`src/rtl/revo_word_generator_if.sv`:
```
// revo_word_generator_if: control inputs and serializer-word outputs of the revolution-marker generator
interface revo_word_generator_if #(
    parameter int WORD_CW = 11,
    parameter int BIT_CW  = 14
);
    logic               i_enable;
    logic [BIT_CW-1:0]  i_bit_offset;
    logic [3:0]         i_pulse_width;
    logic               i_sync_in;
    logic [7:0]         o_word_out;
    logic [WORD_CW-1:0] o_word_index;
    logic               o_revo_out;
    logic               o_aligned;
    logic               o_config_error;
    modport master (
        output i_enable, i_bit_offset, i_pulse_width, i_sync_in,
        input  o_word_out, o_word_index, o_revo_out, o_aligned, o_config_error
    );
    modport slave (
        input  i_enable, i_bit_offset, i_pulse_width, i_sync_in,
        output o_word_out, o_word_index, o_revo_out, o_aligned, o_config_error
    );
endinterface

```
`src/rtl/revo_word_generator.sv`:
```
// revo_word_generator: per-word revolution marker pulse generator; REVO_WORD_GENERATOR_SYNC_EN enables re-phasing to sync_in
module revo_word_generator #(
    parameter int WORDS_PER_REVO = 1280,
    parameter int WORD_CW        = 11,
    parameter int BIT_CW         = 14
) (
    input logic                  i_clock,
    input logic                  i_reset,
    revo_word_generator_if.slave bif
);
    localparam int          BIT_DEPTH  = 8;
    localparam int unsigned TOTAL_BITS = WORDS_PER_REVO * BIT_DEPTH;
    typedef enum logic {S_IDLE, S_RUN} state_t;
    state_t             r_state, w_state_nx;
    logic [WORD_CW-1:0] r_cnt, w_cnt_nx;
    logic [BIT_CW-1:0]  r_off, w_off;
    logic [3:0]         r_wid, w_wid;
    logic [7:0]         r_word, w_word;
    logic [WORD_CW-1:0] r_idx;
    logic               r_revo, r_aligned, r_err;
    logic               w_last, w_latch, w_off_ok, w_sync_edge, w_aligned_nx;
    logic [31:0]        w_rel [BIT_DEPTH];
`ifdef REVO_WORD_GENERATOR_SYNC_EN
    logic r_s1, r_s2;
    always_ff @(posedge i_clock) begin
        if (i_reset) begin
            r_s1 <= 1'b0;
            r_s2 <= 1'b0;
        end else begin
            r_s1 <= bif.i_sync_in;
            r_s2 <= r_s1;
        end
    end
    assign w_sync_edge = bif.i_enable && r_s1 && !r_s2;
`else
    assign w_sync_edge = 1'b0;
`endif
    always_ff @(posedge i_clock) begin
        if (i_reset) r_state <= S_IDLE;
        else         r_state <= w_state_nx;
    end
    always_comb begin
        w_state_nx   = bif.i_enable ? S_RUN : S_IDLE;
        w_last       = r_cnt == WORD_CW'(WORDS_PER_REVO - 1);
        w_latch      = bif.i_enable && (r_state == S_IDLE || r_cnt == '0);
        w_off_ok     = 32'(bif.i_bit_offset) < TOTAL_BITS;
        w_off        = (w_latch && w_off_ok) ? bif.i_bit_offset : r_off;
        w_wid        = (w_latch && w_off_ok) ? bif.i_pulse_width : r_wid;
        w_cnt_nx     = (!bif.i_enable || w_last || w_sync_edge) ? '0 : r_cnt + 1'b1;
        w_aligned_nx = !bif.i_enable ? 1'b0 : w_sync_edge ? w_last : r_aligned;
    end
    // bit k of this word sits at revolution bit cnt*8+k; distance past the offset is taken mod TOTAL_BITS
    for (genvar k = 0; k < BIT_DEPTH; k++) begin : g_bit
        assign w_rel[k] = 32'(r_cnt) * BIT_DEPTH + k + TOTAL_BITS - 32'(w_off);
        assign w_word[BIT_DEPTH-1-k] =
            ((w_rel[k] >= TOTAL_BITS) ? w_rel[k] - TOTAL_BITS : w_rel[k]) < 32'(w_wid);
    end
    always_ff @(posedge i_clock) begin
        if (i_reset) begin
            r_cnt     <= '0;
            r_off     <= '0;
            r_wid     <= '0;
            r_word    <= '0;
            r_idx     <= '0;
            r_revo    <= 1'b0;
            r_aligned <= 1'b0;
            r_err     <= 1'b0;
        end else begin
            r_cnt     <= w_cnt_nx;
            r_off     <= w_off;
            r_wid     <= w_wid;
            r_word    <= bif.i_enable ? w_word : '0;
            r_idx     <= bif.i_enable ? r_cnt : '0;
            r_revo    <= bif.i_enable && r_cnt == '0;
            r_aligned <= w_aligned_nx;
            r_err     <= r_err || (w_latch && !w_off_ok);
        end
    end
    assign bif.o_word_out     = r_word;
    assign bif.o_word_index   = r_idx;
    assign bif.o_revo_out     = r_revo;
    assign bif.o_aligned      = r_aligned;
    assign bif.o_config_error = r_err;
endmodule

```
`src/flat_wrapper.sv`:
```
// flat-port wrapper written by rule: the top's interface ports become plain ports
module revo_word_generator_flat 
#(
    parameter int WORDS_PER_REVO = 1280,
    parameter int WORD_CW        = 11,
    parameter int BIT_CW         = 14
)
  (i_clock, i_reset, bif_i_enable, bif_i_bit_offset, bif_i_pulse_width, bif_i_sync_in, bif_o_word_out, bif_o_word_index, bif_o_revo_out, bif_o_aligned, bif_o_config_error);
  revo_word_generator_if #(.WORD_CW(WORD_CW), .BIT_CW(BIT_CW)) bif_i ();
  input logic i_clock;
  input logic i_reset;
  input wire logic [$bits(bif_i.i_enable)-1:0] bif_i_enable;
  input wire logic [$bits(bif_i.i_bit_offset)-1:0] bif_i_bit_offset;
  input wire logic [$bits(bif_i.i_pulse_width)-1:0] bif_i_pulse_width;
  input wire logic [$bits(bif_i.i_sync_in)-1:0] bif_i_sync_in;
  output wire logic [$bits(bif_i.o_word_out)-1:0] bif_o_word_out;
  output wire logic [$bits(bif_i.o_word_index)-1:0] bif_o_word_index;
  output wire logic [$bits(bif_i.o_revo_out)-1:0] bif_o_revo_out;
  output wire logic [$bits(bif_i.o_aligned)-1:0] bif_o_aligned;
  output wire logic [$bits(bif_i.o_config_error)-1:0] bif_o_config_error;
  assign bif_i.i_enable = bif_i_enable;
  assign bif_i.i_bit_offset = bif_i_bit_offset;
  assign bif_i.i_pulse_width = bif_i_pulse_width;
  assign bif_i.i_sync_in = bif_i_sync_in;
  assign bif_o_word_out = bif_i.o_word_out;
  assign bif_o_word_index = bif_i.o_word_index;
  assign bif_o_revo_out = bif_i.o_revo_out;
  assign bif_o_aligned = bif_i.o_aligned;
  assign bif_o_config_error = bif_i.o_config_error;
  revo_word_generator #(.WORDS_PER_REVO(WORDS_PER_REVO), .WORD_CW(WORD_CW), .BIT_CW(BIT_CW)) u_core (.i_clock(i_clock), .i_reset(i_reset), .bif(bif_i));
endmodule
```
`config.mk`:
```
export PLATFORM = sky130hd
export DESIGN_NAME = revo_word_generator_flat
export DESIGN_NICKNAME = d
export VERILOG_FILES = /design/src/rtl/revo_word_generator_if.sv /design/src/rtl/revo_word_generator.sv /design/src/flat_wrapper.sv
export SDC_FILE = /design/constraint.sdc
export NUM_CORES = 1
export LEC_CHECK = 0
export ABC_AREA = 1
export BUFFER_PORTS_ARGS = -buffer_cell sky130_fd_sc_hd__buf_4
export CAP_MARGIN = 20
export CORE_MARGIN = 3
export CORE_UTILIZATION = 35
export DETAILED_ROUTE_END_ITERATION = 16
export HOLD_SLACK_MARGIN = 0.12
export SETUP_SLACK_MARGIN = 0.2
export SKIP_CTS_REPAIR_TIMING = 1
export SYNTH_ARGS = -nofsm -noshare
export SYNTH_HDL_FRONTEND = slang
export SYNTH_SLANG_ARGS = --single-unit
```
`constraint.sdc`:
```
create_clock -name i_clock -period 13.5 [get_ports i_clock]
set_clock_uncertainty 0.2 [all_clocks]
set_input_delay 2.7 -clock i_clock [delete_from_list [all_inputs] [get_ports i_clock]]
set_output_delay 2.7 -clock i_clock [all_outputs]
set_load 0.05 [all_outputs]
```
==> key figures, run 1 <==
Yosys
  • Post-Syn Nets: 1203
  • Cells after Synth: 1092
  • Post-synth EDFFs: 0
  • Ranking of synthesized cells by area: dfxtp_1 (14%), ha_1 (14%), nand2_1 (13%)
  • Area of the mapped netlist: 0.007129 mm²
  • Avg Synthesized Cell Area: 6.529 µm²
  • Area leader, netlist: dfxtp_1
  • Synthesized flop and latch total: 51
  • Most frequent cells after synthesis: nand2_1 (246), inv_1 (151), nor2_1 (106), nand3_1 (85), ha_1 (78)
  • Top-count cell post-synth: nand2_1
  • Ys flop type: dfxtp_1
  • Post-synth ARST share: 0
  • Synth Warn #: 0
  • Sequential area share after synthesis: 0.1432
  • Distinct cell type count of the synthesized netlist: 61
  • Post-synth top area share: 0.1432

STA
  • Setup TNS: 0 ns
  • # setup viols final: 0
  • Hold Fails Final Rpt: 0
  • Slew @ Worst Pin: 1.162 ns
  • Fmax: 0.1203 GHz
  • Post-layout minimum cycle time: 8.313 ns
  • Slew margin rel.: 0.2222
  • RSZ-0062 raised after global routing: false
  • Fin crit share: 0.6158
  • Final slew viol count: 0

Power and ir drop
  • P_sw: 359.8 µW
  • Pwr Total: 733.1 µW
  • Sequential share of power: 0.213
  • Sw Share: 0.4908
  • Pint: between 300 and 400 µW
  • P_leak: slightly above 4 nW
  • Power density over the cells: ~93 mW/mm²
  • Peak supply drop: 53.54 µV
  • Clock Power Share: 0.193
  • Power share of the combinational group: 0.594

Routing
  • DRC violations left: 0
  • WL met2: between 9 and 10 mm
  • Avg WL per Cell: around 16 µm
  • Detailed Route Iter0 Violations: roughly 380
  • Met3 WL: roughly 1.3 mm
  • Remaining antenna violation count: 0
  • WL met1: 9.749 mm
  • Vias: around 7000
  • Top Layer Used: met4
  • Final WL: 21.77 mm
  • DRT Pass-1 Iters: 5
  • Vias per Instance: 5.001

Floorplan
  • Initial Util: 0.3616
  • FP Rows: 51
  • Core area: 0.01972 mm²
  • Die area: 0.02212 mm²
  • Die Wd: ~150 µm
  • I/O pin count: 44
  • Vert. Die Dim: 148.7 µm

Clock tree
  • Clk_lat worst skew: 0.32 ns
  • H-tree Lvls: 2
  • Clock slew at reported path FFs: roughly 0.08 ns
  • Clock Path Buffers: 2
  • Clock sink count: 51
  • Root Buffer: clkbuf_16
  • TritonCTS clock tree: yes
  • CTS Buf Count: 5

Min path
  • Hold depth: 2
  • Worst hold path class: reg -> reg

Global routing
  • Vias in the first global route: 6795
  • Grt ovf: 0
  • First-pass GRT wire length: between 30 and 40 mm
  • Largest net degree at the start of global routing: 23
  • Total global-route track usage: 0.1995
  • Initial antenna violation count: 0

Run status
  • Status: complete, no violations

Worst setup path
  • RR Startpoint: u_core.r_cnt[8]
  • Worst Path Required: approximately 14 ns
  • Critical R2R Capture: u_core.bif.o_word_out[0]
  • Register-to-Register Path Depth: 27
  • Setup slack, reg-to-reg: 6.87 ns
  • Setup crit start kind: input pin
  • Crit path capture type: register
  • Critical path type: in -> reg
  • Worst setup path startpoint: bif_i_bit_offset[12]
  • Crit Path Max Fanout: 22
  • Worst EP arrival: about 8.4 ns
  • CP endpoint: u_core.bif.o_word_out[0]

Placement
  • Gp weighted congestion: 1.002
  • IO Port Bufs: 41
  • Placed insts: 1389
  • Final HPWL DP: approximately 18 mm

Run
  • Max Cap Violations: 0

Final layout
  • Layout cell share with drive strength beyond 1: 0.1405
  • Non-filler cells, final: around 1400
  • Antenna Cells: 0
  • Filler cell count: approximately 2100
  • Register area: 0.001021 mm²
  • Final net count: around 1200
  • Area Growth Syn to Fin: 10.51%
  • Area of the multi-input gates: 0.005363 mm²
## kinds of logic after synthesis
family | synth area share
AND/OR/NAND/NOR | 0.3745
buffers and inverters | 0.1046
AO/OA/AOI/OAI | 0.1288
adder cells (fa/ha/maj) | 0.1678
XOR/XNOR | 0.07073
flip-flops | 0.1432
multiplexers | 0.009828
other | 0.0005260
## cells in the final DEF (no fill, tap or decap), types with 5 or more instances in the layout
cell type and instances:
a21oi_1 44, a21oi_2 5, a21oi_4 5, buf_4 48, clkbuf_16 5, dfxtp_1 51, fa_1 11, ha_1 78
inv_1 151, inv_2 18, mux2i_1 7, nand2_1 246, nand2_2 18, nand2_4 10, nand3_1 85, nand3b_1 12
nand4_1 26, nor2_1 106, nor2_4 6, nor3_1 14, o211ai_1 9, o21ai_0 28, o21ai_1 14, o21ai_2 10
or2_2 9, xnor2_1 8, xor2_1 44
## how the worst min path moves through the flow
stage,start,to,slack (ns)
2_1_floorplan,u_core.r_cnt[0],u_core.r_cnt[0],0.25
3_3_place_gp,u_core.r_wid[0],u_core.r_wid[0],0.26
3_5_place_dp,u_core.r_wid[0],u_core.r_wid[0],0.27
4_1_cts,u_core.r_wid[0],u_core.r_wid[0],0.28
5_1_grt,u_core.r_wid[0],u_core.r_wid[0],0.30
6_report,u_core.r_wid[0],u_core.r_wid[0],0.28
## registers in the layout, indices dropped and copies added, names as in the netlist
signal                     cells
u_core.r_cnt                  11
u_core.r_state                 1
u_core.bif.o_config_error      1
u_core.r_off                  14
u_core.bif.o_word_out          8
u_core.r_wid                   4
u_core.bif.o_revo_out          1
u_core.bif.o_word_index       11
## stage by stage
stage                     hold WS, ns    util  worst slack (ns)  cell area, µm²
after CTS                      0.2812  0.3996             5.158            7879
after global placement         0.2601  0.3919             4.864            7727
after floorplan                0.2481       -             6.633            7129
final                          0.2781  0.3996             5.187            7879
after detailed placement       0.2700  0.3919             4.838            7727
after global routing           0.2966  0.3996             4.590            7879
## routing by layer
metal  GRT usage  up-vias
met2      0.3298      174
li1            -     3606
met3     0.04022       39
met5           0        -
met1      0.2591     3167
met4     0.06975        0
## layout make-up
cell class / count / area share
Multi-Input combinational cell: 852 / 0.6806
Inverter: 173 / 0.08274
Clock buffer: 5 / 0.01588
Clock inverter: 3 / 0.003335
Timing Repair Buffer: 48 / 0.04574
Sequential cell: 51 / 0.1296
Tap cell: 265 / 0.04208
## worst max-delay path, stage by stage
cell      delay [ns]
buf_4           0.12
o21ai_0         0.38
nand3_1         0.77
inv_1           0.42
or2_2           0.16
o21ai_0         0.19
ha_1            0.35
fa_1            0.87
inv_2           0.24
nor2_4          0.20
nand2_2         0.14
inv_1           0.12
nand2_1         0.06
nand2_1         0.11
xor2_1          0.43
inv_1           0.10
ha_1            0.22
or2_2           0.33
nand3b_1        0.09
o211ai_1        0.09
nor2_1          0.11
nand3_1         0.08
nor2_1          0.10
## power groups by stage
stage	Combinational (mW)	Clock (mW)	Sequential, mW
2_1_floorplan	0.329	0	0.161
3_3_place_gp	0.426	0	0.159
3_5_place_dp	0.431	0	0.160
4_1_cts	0.433	0.146	0.156
5_1_grt	0.491	0.150	0.156
6_report	0.436	0.142	0.156
No activity file was read; power rests on OpenSTA's default activity.
==> run 2: changes to the inputs <==
==> constraint.sdc (replaced) <==
create_clock -name i_clock -period 6.7 [get_ports i_clock]
set_clock_uncertainty 0.2 [all_clocks]
set_input_delay 1.34 -clock i_clock [delete_from_list [all_inputs] [get_ports i_clock]]
set_output_delay 1.34 -clock i_clock [all_outputs]
set_load 0.05 [all_outputs]
==> run 2 against run 1 <==
Effect of this change:
- critical path depth did not move
- final cell count rose by 0.64%
- first-iteration DRC count rose by 23%
- utilization rose by 0.34 points
- highest routed layer unchanged
- via count fell by 0.31%
- count of clock-buffer cells in the layout did not move
- combinational power rose by 100%
- critical endpoint unchanged
- sequential power rose by 100%
- clock power rose by 100%
==> key figures, run 2 (synthesis gave the netlist of run 1 again) <==
Run status
  • Status: complete, no violations (unchanged)

Final layout
  • Register area: 0.001021 mm² (unchanged)
  • Final core occ: 0.4030 (was 0.3996)
  • Layout cell share with drive strength beyond 1: 0.1472 (was 0.1405)
  • Filler cell count: 2104 (was 2121)
  • Area Growth Syn to Fin: 11.46% (was 10.51%)
  • Commonest non-fill, non-tap cells in the layout: nand2_1 (246), inv_1 (151), nor2_1 (106) (unchanged)
  • Largest reg by FF count: u_core.r_off (unchanged)
  • Most common cell after layout, fill and taps aside: nand2_1 (unchanged)
  • Antenna Cells: 0 (unchanged)
  • Final net count: 1251 (was 1242)
  • Max FFs per register: 14 (unchanged)
  • Non-filler cells, final: 1406 (was 1397)
  • Area of the multi-input gates: 0.005363 mm² (unchanged)

Run
  • Max Cap Violations: 0 (unchanged)

Power and ir drop
  • P_leak: 4.078 nW (was 4.036 nW)
  • Power density over the cells: 186.7 mW/mm² (was 93.05 mW/mm²)
  • Clock Power Share: 0.193 (about the same)
  • Sequential share of power: 0.212 (was 0.213)
  • P_sw: 726.2 µW (was 359.8 µW)
  • Sw Share: 0.4895 (was 0.4908)
  • Peak supply drop: 120.5 µV (was 53.54 µV)
  • Pint: 757.4 µW (was 373.3 µW)
  • Power share of the combinational group: 0.595 (was 0.594)

STA
  • Slew @ Worst Pin: 0.9379 ns (was 1.162 ns)
  • Fmax: around 0.17 GHz
  • Hold Fails Final Rpt: 0 (unchanged)
  • # setup viols final: 0 (unchanged)
  • Min setup slack post-route: 0.8936 ns (was 5.187 ns)
  • Setup TNS: 0 ns (unchanged)
  • RSZ-0062 raised after global routing: false (unchanged)
  • Slew margin rel.: 0.3747 (was 0.2222)
  • Post-layout minimum cycle time: 5.806 ns
  • Fin crit share: 0.8666
  • Final slew viol count: 0 (unchanged)
  • Hold slack: 0.2742 ns (was 0.2781 ns)

Worst setup path
  • Crit-path slowest cell: fa_1 (unchanged)
  • WP buf/inv: 7 (was 5)
  • Crit path max-delay family: simple AND/OR/NAND/NOR gates (unchanged)
  • RR Startpoint: u_core.r_cnt[8] (unchanged)
  • Worst Path Required: 6.76 ns (was 13.56 ns)
  • Critical R2R Capture: u_core.bif.o_word_out[0] (unchanged)
  • Critical path type: in -> reg (unchanged)
  • Setup crit start kind: input pin (unchanged)
  • Worst EP arrival: 5.86 ns (was 8.37 ns)
  • Register-to-Register Path Depth: 26 (was 27)
  • CP max stage delay: 0.62 ns (was 0.87 ns)
  • Crit Path Max Fanout: 14 (was 22)
  • Crit path capture type: register (unchanged)
  • Setup slack, reg-to-reg: 1.01 ns (was 6.87 ns)
  • Cells along the critical path: buf_4 -> o21ai_0 -> buf_4 -> nand3_1 -> buf_4 -> o21ai_0 -> inv_1 -> fa_1 -> inv_2 -> nor2_4 -> nand2_2 -> inv_1 -> nand2_1 -> nand2_1 -> xor2_1 -> inv_1 -> ha_1 -> or2_2 -> nand3b_1 -> o211ai_1 -> nor2_1 -> nand3_1 -> nor2_1 (was buf_4 -> o21ai_0 -> nand3_1 -> inv_1 -> or2_2 -> o21ai_0 -> ha_1 -> fa_1 -> inv_2 -> nor2_4 -> nand2_2 -> inv_1 -> nand2_1 -> nand2_1 -> xor2_1 -> inv_1 -> ha_1 -> or2_2 -> nand3b_1 -> o211ai_1 -> nor2_1 -> nand3_1 -> nor2_1)

Floorplan
  • Core area: 0.01972 mm² (unchanged)
  • Initial Util: 0.3616 (unchanged)
  • FP Rows: 51 (unchanged)
  • Die Wd: 148.7 µm (unchanged)
  • Die area: 0.02212 mm² (unchanged)
  • I/O pin count: 44 (unchanged)
  • Vert. Die Dim: 148.7 µm (unchanged)

Placement
  • Placed insts: 1398 (was 1389)
  • Dpl ws: 0.5860 ns (was 4.838 ns)
  • IO Port Bufs: 41 (unchanged)
  • Final HPWL DP: 18.12 mm (was 18.09 mm)
  • Gp weighted congestion: 0.9825 (was 1.002)

Routing
  • DRC violations left: 0 (unchanged)
  • Final WL: 21.70 mm (was 21.77 mm)
  • Remaining antenna violation count: 0 (unchanged)
  • Avg WL per Cell: 15.43 µm (was 15.58 µm)
  • Vias: 6964 (was 6986)
  • Vias per Instance: 4.953 (was 5.001)
  • DRT Pass-1 Iters: 5 (unchanged)
  • Detailed Route Iter0 Violations: 473 (was 383)

Global routing
  • Largest net degree at the start of global routing: 21 (was 23)
  • Met1 Usage GRT: 0.2638 (was 0.2591)
  • Most Crowded Layer GR: met2 (unchanged)
  • Met3 Resource Use GR: 0.02681 (was 0.04022)
  • Vias in the first global route: 6632 (was 6795)
  • Grt ovf: 0 (unchanged)
  • Initial antenna violation count: 0 (unchanged)
  • Total global-route track usage: 0.1999 (was 0.1995)
  • GR Layer Usage met2: 0.3430 (was 0.3298)
  • First-pass GRT wire length: 35.16 mm (was 34.98 mm)

Min path
  • Hold path endpoint: u_core.r_wid[0] (unchanged)
  • Worst hold path class: reg -> reg (unchanged)
  • Worst Hold Launch: u_core.r_wid[0] (unchanged)
  • Hold depth: 2 (unchanged)

Clock tree
  • Clock sink count: 51 (unchanged)
  • CTS Buf Count: 5 (unchanged)
  • Clock Path Buffers: 2 (unchanged)
  • Clock slew at reported path FFs: 0.08 ns (about the same)
  • Clk_lat worst skew: 0.32 ns (about the same)
  • Root Buffer: clkbuf_16 (unchanged)
  • H-tree Lvls: 2 (unchanged)
  • TritonCTS clock tree: yes (unchanged)
[run 2: power by group through the flow]
stage	Sequential [mW]	Clock (mW)	Combinational, mW
CTS	0.314	0.293	0.880
detailed placement	0.321	0	0.876
global placement	0.321	0	0.867
global route	0.315	0.302	0.998
finish	0.314	0.286	0.883
floorplan	0.324	0	0.662
[run 2: final cells by class]
class / count / area share
clock inverters: 3 / 0.003307
inverters: 173 / 0.08203
clock buffers: 5 / 0.01575
repair buffers: 57 / 0.05385
flip-flops and latches: 51 / 0.1285
well taps: 265 / 0.04173
multi-input cells: 852 / 0.6749
[run 2: how the worst max path moves through the flow]
stage	cells past startpoint	slack [ns]	to	start
6_report	23	0.89	u_core.bif.o_word_out[0]	bif_i_bit_offset[12]
5_1_grt	23	0.52	u_core.bif.o_word_out[6]	bif_i_bit_offset[12]
4_1_cts	23	0.90	u_core.bif.o_word_out[0]	bif_i_bit_offset[12]
3_5_place_dp	23	0.59	u_core.bif.o_word_out[0]	bif_i_bit_offset[12]
3_3_place_gp	23	0.62	u_core.bif.o_word_out[0]	bif_i_bit_offset[12]
2_1_floorplan	25	1.19	u_core.bif.o_word_out[1]	bif_i_bit_offset[12]
[run 2: layer usage]
metal | part of all wire | vias up
li1 | - | 3620
met1 | 0.47 | 3179
met2 | 0.47 | 139
met3 | 0.042 | 26
met4 | 0.025 | 0
met5 | 0 | -
[run 2: worst min-delay path: stages (launching register included)]
cell and delay [ns]:
dfxtp_1 0.30, nand2_1 0.07, a21oi_1 0.06
[run 2: per-stage QoR]
step / area (µm²) / power [mW]
finish: 7946 / 1.484
floorplan: 7129 / 0.9865
CTS: 7946 / 1.487
global route: 7946 / 1.615
global placement: 7795 / 1.188
detailed placement: 7795 / 1.198
